**src/rtl/regfile_write_arbiter.sv**
```systemverilog
// regfile_write_arbiter
//   Shares the single register-file write port between the in-order
//   writeback stage (priority) and an out-of-band long-latency unit whose
//   results queue in a small FIFO and drain into idle port cycles. A
//   starvation counter forcibly stalls writeback so queued results always
//   drain. Also answers a pending-write query for the issue scoreboard.
//
// Ports:
//   clk, rst                  clock, synchronous active-high reset
//   wb_en/wb_addr/wb_val      writeback stage write request
//   wb_stall                  writeback must re-present its write
//   lu_valid/lu_addr/lu_val   long-latency result offer
//   lu_ready                  FIFO can accept a result
//   rf_en/rf_addr/rf_val      register file write port
//   q_addr/q_hit              scoreboard query: queued write to q_addr
//   pend_busy                 FIFO non-empty
module regfile_write_arbiter #(
  parameter int XLEN       = 32,
  parameter int REG_W      = 5,
  parameter int DEPTH      = 2,
  parameter int STARVE_MAX = 4
) (
  input  logic             clk,
  input  logic             rst,
  input  logic             wb_en,
  input  logic [REG_W-1:0] wb_addr,
  input  logic [XLEN-1:0]  wb_val,
  output logic             wb_stall,
  input  logic             lu_valid,
  input  logic [REG_W-1:0] lu_addr,
  input  logic [XLEN-1:0]  lu_val,
  output logic             lu_ready,
  output logic             rf_en,
  output logic [REG_W-1:0] rf_addr,
  output logic [XLEN-1:0]  rf_val,
  input  logic [REG_W-1:0] q_addr,
  output logic             q_hit,
  output logic             pend_busy
);

  localparam int AW = $clog2(DEPTH);
  localparam int PW = AW + 1;
  localparam int CW = $clog2(STARVE_MAX + 1);

  typedef enum logic [1:0] {
    GRANT_NONE,
    GRANT_WB,
    GRANT_HEAD,
    GRANT_FORCE
  } grant_e;

  logic [REG_W-1:0] addr_q [DEPTH];
  logic [XLEN-1:0]  val_q  [DEPTH];
  logic [PW-1:0]    wr_ptr_q, wr_ptr_d;
  logic [PW-1:0]    rd_ptr_q, rd_ptr_d;
  logic [CW-1:0]    cnt_q, cnt_d;

  logic             empty;
  logic             full;
  logic             force_drain;
  logic             push;
  logic             pop;
  logic [PW-1:0]    occupancy;
  logic [AW-1:0]    head_idx;
  grant_e           grant;

  assign empty       = (wr_ptr_q == rd_ptr_q);
  assign full        = (wr_ptr_q[PW-1] != rd_ptr_q[PW-1]) &&
                       (wr_ptr_q[AW-1:0] == rd_ptr_q[AW-1:0]);
  assign occupancy   = wr_ptr_q - rd_ptr_q;
  assign head_idx    = rd_ptr_q[AW-1:0];
  assign force_drain = !empty && (cnt_q == CW'(STARVE_MAX));

  // Both handshake outputs come from registered state only, gated by reset.
  assign lu_ready  = !full && !rst;
  assign wb_stall  = force_drain && !rst;
  assign pend_busy = !empty;

  // x0 results are acknowledged but dropped.
  assign push = lu_valid && lu_ready && (lu_addr != '0);
  assign pop  = (grant == GRANT_HEAD) || (grant == GRANT_FORCE);

  always_comb begin
    grant = GRANT_NONE;
    if (rst)              grant = GRANT_NONE;
    else if (force_drain) grant = GRANT_FORCE;
    else if (wb_en)       grant = GRANT_WB;
    else if (!empty)      grant = GRANT_HEAD;
  end

  always_comb begin
    rf_en   = 1'b0;
    rf_addr = '0;
    rf_val  = '0;
    unique case (grant)
      GRANT_WB: begin
        rf_en   = 1'b1;
        rf_addr = wb_addr;
        rf_val  = wb_val;
      end
      GRANT_HEAD, GRANT_FORCE: begin
        rf_en   = 1'b1;
        rf_addr = addr_q[head_idx];
        rf_val  = val_q[head_idx];
      end
      default: ;
    endcase
  end

  always_comb begin
    cnt_d = '0;
    if (grant == GRANT_WB && !empty) begin
      // Head denied in favour of writeback; saturate at the limit.
      cnt_d = (cnt_q == CW'(STARVE_MAX)) ? cnt_q : cnt_q + 1'b1;
    end
  end

  always_comb begin
    wr_ptr_d = wr_ptr_q + (push ? PW'(1) : PW'(0));
    rd_ptr_d = rd_ptr_q + (pop  ? PW'(1) : PW'(0));
  end

  // A slot is live when its distance from the head is below occupancy;
  // the head being popped this cycle still counts.
  always_comb begin
    logic [AW-1:0] off;
    q_hit = 1'b0;
    off   = '0;
    for (int unsigned i = 0; i < DEPTH; i++) begin
      off = AW'(i) - head_idx;
      if ((PW'(off) < occupancy) && (addr_q[i] == q_addr) && (q_addr != '0))
        q_hit = 1'b1;
    end
  end

  always_ff @(posedge clk) begin
    if (rst) begin
      wr_ptr_q <= '0;
      rd_ptr_q <= '0;
      cnt_q    <= '0;
    end else begin
      wr_ptr_q <= wr_ptr_d;
      rd_ptr_q <= rd_ptr_d;
      cnt_q    <= cnt_d;
    end
  end

  always_ff @(posedge clk) begin
    if (push) begin
      addr_q[wr_ptr_q[AW-1:0]] <= lu_addr;
      val_q[wr_ptr_q[AW-1:0]]  <= lu_val;
    end
  end

endmodule

```
**config.mk**
```make
export PLATFORM = sky130hd
export DESIGN_NAME = regfile_write_arbiter
export DESIGN_NICKNAME = d
export VERILOG_FILES = /design/src/rtl/regfile_write_arbiter.sv
export SDC_FILE = /design/constraint.sdc
export NUM_CORES = 1
export LEC_CHECK = 0
export ABC_CLOCK_PERIOD_IN_PS = 4950
export CORE_ASPECT_RATIO = 0.6
export CORE_MARGIN = 10
export CORE_UTILIZATION = 49
export DETAILED_ROUTE_END_ITERATION = 16
export GPL_TIMING_DRIVEN = 0
export PLACE_DENSITY = 0.82
export SYNTH_ARGS = -nofsm -noshare
export SYNTH_HDL_FRONTEND = slang
export SYNTH_SLANG_ARGS = --single-unit
export TNS_END_PERCENT = 5
```
**constraint.sdc**
```tcl
create_clock -name clk -period 4.95 [get_ports clk]
set_input_delay 0.495 -clock clk [delete_from_list [all_inputs] [get_ports clk]]
set_output_delay 0.495 -clock clk [all_outputs]
set_load 0.005 [all_outputs]
```
==> out/qor.csv, run 1 <==
metric;value;unit
drt_iter0_markers;159;
sw_frac_of_total;20.6;%
first_pass_iters;4;
vias;2429;
period_minus_slack;3.01;ns
end_kind;output pin;
routed_via_density;5.16;
rsz0062_at_grt;no;
ys_types;27;
syn_nets;317;
clock-sinks;81;
start_util;51.0;%
multi_input_area;0.00122;mm2
antenna_found_initial;0;
cts_htree_levels;3;
vdd_ir_drop_max;0.000206;V
setup_tns;0;ns
syn_area;0.00373;mm2
clk_pin_slew_worst_paths;0.06;ns
wirelength;9480;um
grt_pass1_wl;14800;um
p_int;1390;uW
power.density;320;mW/mm2
final-setup-viol-count;0;
power_frac_seq;44.9;%
clock_latency;0.33;ns
synth-seq-cells;81;
place_hpwl;7250;um
num_rows;24;
area_delta_synth_final;46.5;%
die_height;87.6;um
maxSlewViolCount;0;
root_buffer;clkbuf_16;
critPathKind;reg2out;
cts-hold-fix-buffers;0;
finalHoldViolCount;0;
crit_path_start_kind;flop;
grt_start_max_net_pins;23;
worstHoldPathType;reg2reg;
ant_nets;0;
max_freq;332;MHz
final_util;74.7;%
core;0.00733;mm2
overflow;0;
drcViolationCount;0;
final_layout_size_suffix_gt1_share;14.2;%
cp_max_fo;10;
port_buffers;123;
nets;453;
synthCells;226;
max_slew_margin;49.2;%
seq_area;0.00236;mm2
die_area;0.0116;mm2
ios;125;
ys_seq_area_share;63.2;%
clock_path_buffers;2;
cts_resized;0;
wl_per_cell;20.1;um
drv_cap;0;
cts_buffers;9;
n_fill_cell;523;
syn_area_per_cell;16.5;um2
post-route-period-util;60.9;%
clockPowerShare;39.8;%
required;4.45;ns
antenna_cells;0;
p_leak;0.00179;uW
p_comb_share;15.3;%
fp.dieW;133;um
power.switching;360;uW
cts_tree;yes;
post_cts_buffers;0;
p_total;1750;uW
crit_arrival;2.52;ns
worstMarginPinSlew;0.762;ns
grt_pass1_vias;2756;
gp_congestion;0.795;
finClkSkew;0.00683;ns
grt_usage;16.5;%
status;finished, final reports clean;
yosysWarnings;0;
## area by class of cell
| cell class | instances | share of cell area (%) |
|---|---|---|
| multi-input combinational | 124 | 22.2 |
| inverter | 8 | 0.549 |
| sequential | 81 | 43.2 |
| buffer | 13 | 2.40 |
| clock buffer | 13 | 4.57 |
| clock inverter | 3 | 1.19 |
| tap | 104 | 2.38 |
| timing repair buffer | 125 | 23.5 |
## through the flow
stage	worst slack [ns]	cell area (um2)	cells	hold slack [ns]
6_report	1.94	5470	471	0.447
4_1_cts	1.91	5470	471	0.453
5_1_grt	1.73	5470	471	0.468
3_5_place_dp	2.17	5160	455	0.441
2_1_floorplan	2.41	3730	226	0.417
3_3_place_gp	1.74	5100	453	0.430
## state kept, by name, indices dropped and copies added, names as in the netlist
signal    flops
val_q        64
addr_q       10
rd_ptr_q      2
cnt_q         3
wr_ptr_q      2
## cells by family (layout without fill, tap and decap cells)
group                      count (synthesis)  after routing  synth area share, %
and+or+nand+nor                           21             21                 2.75
adders and majority gates                  8              8                 2.68
DFF                                       81             81                 63.2
xor gates and xnor gates                  14             14                 3.48
AOI/OAI and AO/OA                         44             44                 13.6
buffers and inverters                     21            162                 4.32
muxes                                     37             37                 9.92
## synth_stat cells
library cell  instances  area [um2]
edfxtp_1             74        2220
mux2i_1              37         370
o2bb2ai_2            21         315
o2bb2ai_1            16         140
xnor2_1              12         105
nor2_1                9        33.8
ha_1                  8         100
inv_1                 8        30.0
dfxtp_1               7         140
buf_6                 4        45.0
nand2_1               4        15.0
buf_12                3        60.1
buf_2                 3        15.0
clkbuf_1              3        11.3
a21oi_1               2        10.0
a21oi_2               2        17.5
nand4_1               2        12.5
nor2b_1               2        12.5
nand3_1               1        5.00
nor3_1                1        5.00
nor3b_2               1        12.5
o21ai_0               1        5.00
o311a_1               1        10.0
o32a_1                1        10.0
or3_1                 1        6.26
xnor2_2               1        16.3
xor2_1                1        8.76
## power by group through the flow
stage	clock network, uW	logic (uW)	registers, uW
2_1_floorplan	0	112	798
3_3_place_gp	0	256	800
3_5_place_dp	0	269	800
4_1_cts	706	270	786
5_1_grt	738	287	788
6_report	696	267	785
## critical path, stage by stage (launching register included)
cell and delay (ns):
dfxtp_1 0.36, inv_1 0.08, ha_1 0.37, a21oi_2 0.19, nand2_1 0.10, clkbuf_1 0.28, o2bb2ai_1 0.26, clkdlybuf4s50_1 0.55
## cell usage in the layout, fill, tap and decap left out, types with 2 or more instances in the layout
cell type / count
a21oi_1: 2
a21oi_2: 2
buf_12: 3
buf_16: 2
buf_2: 3
buf_6: 4
bufinv_16: 2
clkbuf_1: 6
clkbuf_16: 9
clkdlybuf4s50_1: 123
dfxtp_1: 7
edfxtp_1: 74
ha_1: 6
ha_2: 2
inv_1: 8
mux2i_1: 37
nand2_1: 4
nand4_1: 2
nor2_1: 9
nor2b_1: 2
o2bb2ai_1: 16
o2bb2ai_2: 21
xnor2_1: 12
## metal layers
layer / wire length (um) / up-vias / track usage, %
met5: 0 / - / 0
met3: 890 / 7 / 8.29
met2: 4230 / 92 / 25.4
li1: - / 1154 / -
met4: 68 / 0 / 4.47
met1: 4290 / 1176 / 20.3
## final timing paths
path	startpoint	end	slack (ns)	depth (start not counted)
max	wr_ptr_q[0]$_SDFF_PP0_	rf_addr[0]	1.94	7
min	cnt_q[0]$_SDFFE_PP0P_	cnt_q[0]$_SDFFE_PP0P_	0.45	1
max reg2reg	wr_ptr_q[0]$_SDFF_PP0_	val_q[1][19]$_DFFE_PP_	2.57	6
min reg2reg	cnt_q[0]$_SDFFE_PP0P_	cnt_q[0]$_SDFFE_PP0P_	0.45	1
(Power assumes the default switching activity.)
==> run 2: changes to the inputs <==
--- a/config.mk
+++ b/config.mk
@@ -5,13 +5,13 @@
 export SDC_FILE = /design/constraint.sdc
 export NUM_CORES = 1
 export LEC_CHECK = 0
-export ABC_CLOCK_PERIOD_IN_PS = 4950
+export ABC_CLOCK_PERIOD_IN_PS = 2600
 export CORE_ASPECT_RATIO = 0.6
 export CORE_MARGIN = 10
-export CORE_UTILIZATION = 49
+export CORE_UTILIZATION = 41
 export DETAILED_ROUTE_END_ITERATION = 16
 export GPL_TIMING_DRIVEN = 0
-export PLACE_DENSITY = 0.82
+export PLACE_DENSITY = 0.73
 export SYNTH_ARGS = -nofsm -noshare
 export SYNTH_HDL_FRONTEND = slang
 export SYNTH_SLANG_ARGS = --single-unit
==> constraint.sdc (replaced) <==
create_clock -name clk -period 2.6 [get_ports clk]
set_input_delay 0.26 -clock clk [delete_from_list [all_inputs] [get_ports clk]]
set_output_delay 0.26 -clock clk [all_outputs]
set_load 0.005 [all_outputs]
==> run 2 against run 1 <==
Combinational power up 91%; worst setup slack lost 1.9 ns; clock power up 100%; global-route usage down 2.4 points; power increased by 95%; sequential cell count unchanged; sequential share of layout area fell by 0.90 points; critical path type unchanged; worst hold slack got worse by 0.13 ns; largest power group unchanged; non-clock buffer count increased by 1.
==> out/qor.csv, run 2 (synthesis gave the netlist of run 1 again) <==
metric;value;unit
critical-path-top-delay-family;buffers and inverters;
finClkSkew;0.00602;ns
vdd_ir_drop_max;0.000390;V
period_minus_slack;2.54;ns
die_height;93.9;um
start_util;43.0;%
cts-hold-fix-buffers;0;
area_delta_synth_final;49.8;%
final_layout_size_suffix_gt1_share;16.8;%
worstMarginPinSlew;0.435;ns
num_rows;26;
rsz0062_at_grt;yes;
cts_htree_levels;3;
clk_pin_slew_worst_paths;0.06;ns
overflow;0;
cp_max_fo;10;
wirelength;9480;um
finalHoldViolCount;0;
fp.dieW;143;um
crit_path_start_kind;flop;
vias;2421;
wl_per_cell;19.8;um
place_hpwl;7100;um
maxSlewViolCount;0;
gp_congestion;0.749;
grt_pass1_wl;14500;um
instances_no_fill;480;
critPathKind;reg2out;
clock_latency;0.33;ns
grt_usage;14.0;%
clock-sinks;81;
antenna_found_initial;0;
required;2.34;ns
core;0.00869;mm2
fin_area;0.00560;mm2
layout_common_cells;clkdlybuf4s50_1 (103), edfxtp_1 (74), mux2i_1 (37);
die_area;0.0135;mm2
cts_buffers;9;
port_buffers;123;
ios;125;
post-place-cells;463;
routed_via_density;5.04;
worstHoldPathType;in2reg;
n_fill_cell;644;
p_leak;0.00211;uW
final-setup-viol-count;0;
power.density;610;mW/mm2
max_stage_delay;0.52;ns
drv_cap;0;
nets;454;
dpl_cell_area;0.00515;mm2
end_kind;output pin;
ant_nets;0;
root_buffer;clkbuf_16;
max_slew_margin;71.0;%
cts_tree;yes;
crit_chain;inv_1, ha_4, a21oi_2, nor3b_2, buf_6, buf_12, o2bb2ai_2, clkdlybuf4s50_1;
antenna_cells;0;
grt_pass1_vias;2576;
max_freq;394;MHz
status;finished, final reports clean;
drt_iter0_markers;115;
slowest_stage;clkdlybuf4s50_1;
clock_path_buffers;2;
p_total;3410;uW
drcViolationCount;0;
crit_buf_inv;4;
first_pass_iters;4;
grt_start_max_net_pins;27;
largest_reg_flops;64;
layout_commonest_cell;clkdlybuf4s50_1;
post-route-period-util;97.6;%
crit_arrival;2.28;ns
==> run 2: changes by cell type in the layout (fill, tap and decap cells not counted), moves of 2 or more <==
cell / previous run / this run
buf_12: 3 / 5
buf_16: 2 / 0
buf_6: 4 / 6
clkbuf_1: 6 / 3
clkdlybuf4s50_1: 123 / 103
dfxtp_1: 7 / 4
dfxtp_2: 0 / 3
dlygate4sd2_1: 0 / 2
dlymetal6s2s_1: 0 / 18
==> run 2: worst paths after layout <==
path | startpoint | end | slack [ns] | depth (start not counted)
max | wr_ptr_q[0]$_SDFF_PP0_ | rf_val[23] | 0.06 | 8
min | rst | wr_ptr_q[0]$_SDFF_PP0_ | 0.32 | 2
max reg2reg | wr_ptr_q[1]$_SDFF_PP0_ | wr_ptr_q[1]$_SDFF_PP0_ | 0.37 | 8
min reg2reg | cnt_q[0]$_SDFFE_PP0P_ | cnt_q[0]$_SDFFE_PP0P_ | 0.42 | 1
==> run 2: layout make-up <==
class                      instances  area [um2]  share of cell area, %
clock buffer                      11         233                   4.16
tap                              112         140                   2.50
timing repair buffer             126        1320                   23.6
multi-input combinational        124        1260                   22.4
sequential                        81        2370                   42.3
buffer                            13         146                   2.62
clock inverter                     5         104                   1.86
inverter                           8        30.0                  0.537
==> run 2: metal layers <==
| metal | up-vias | share of wire, % | track usage, % | wire length [um] |
|---|---|---|---|---|
| li1 | 1156 | - | - | - |
| met1 | 1160 | 46 | 18.2 | 4350 |
| met2 | 99 | 42 | 20.4 | 3970 |
| met3 | 6 | 12 | 7.32 | 1100 |
| met4 | 0 | 0.67 | 3.13 | 64 |
| met5 | - | 0 | 0 | 0 |
==> run 2: repair_timing <==
action                                  CTS  global route
setup buffers                             1             0
gates cloned                              0             0
pin swaps                                 0             0
endpoints found under the hold margin     0             0
resized for setup                        10            25
endpoints found under the setup margin   31            34
==> run 2: metrics by stage <==
| step | util, % | setup WS (ns) | hold slack [ns] | setup TNS, ns |
|---|---|---|---|---|
| final | 64.4 | 0.0629 | 0.317 | 0 |
| after CTS | 63.6 | 0.0184 | 0.291 | 0 |
| after detailed placement | 59.3 | 0.122 | 0.456 | 0 |
| after floorplan | - | 0.0628 | 0.359 | 0 |
| after global placement | 58.8 | -0.578 | 0.427 | -41.99 |
| after global routing | 64.4 | -0.0350 | 0.322 | -0.315 |
==> run 2: where the power goes <==
group	internal, uW	switching (uW)	total, uW
Sequential	1480	17.2	1500
Combinational	299	210	509
Clock	938	471	1410
Total	2720	698	3410
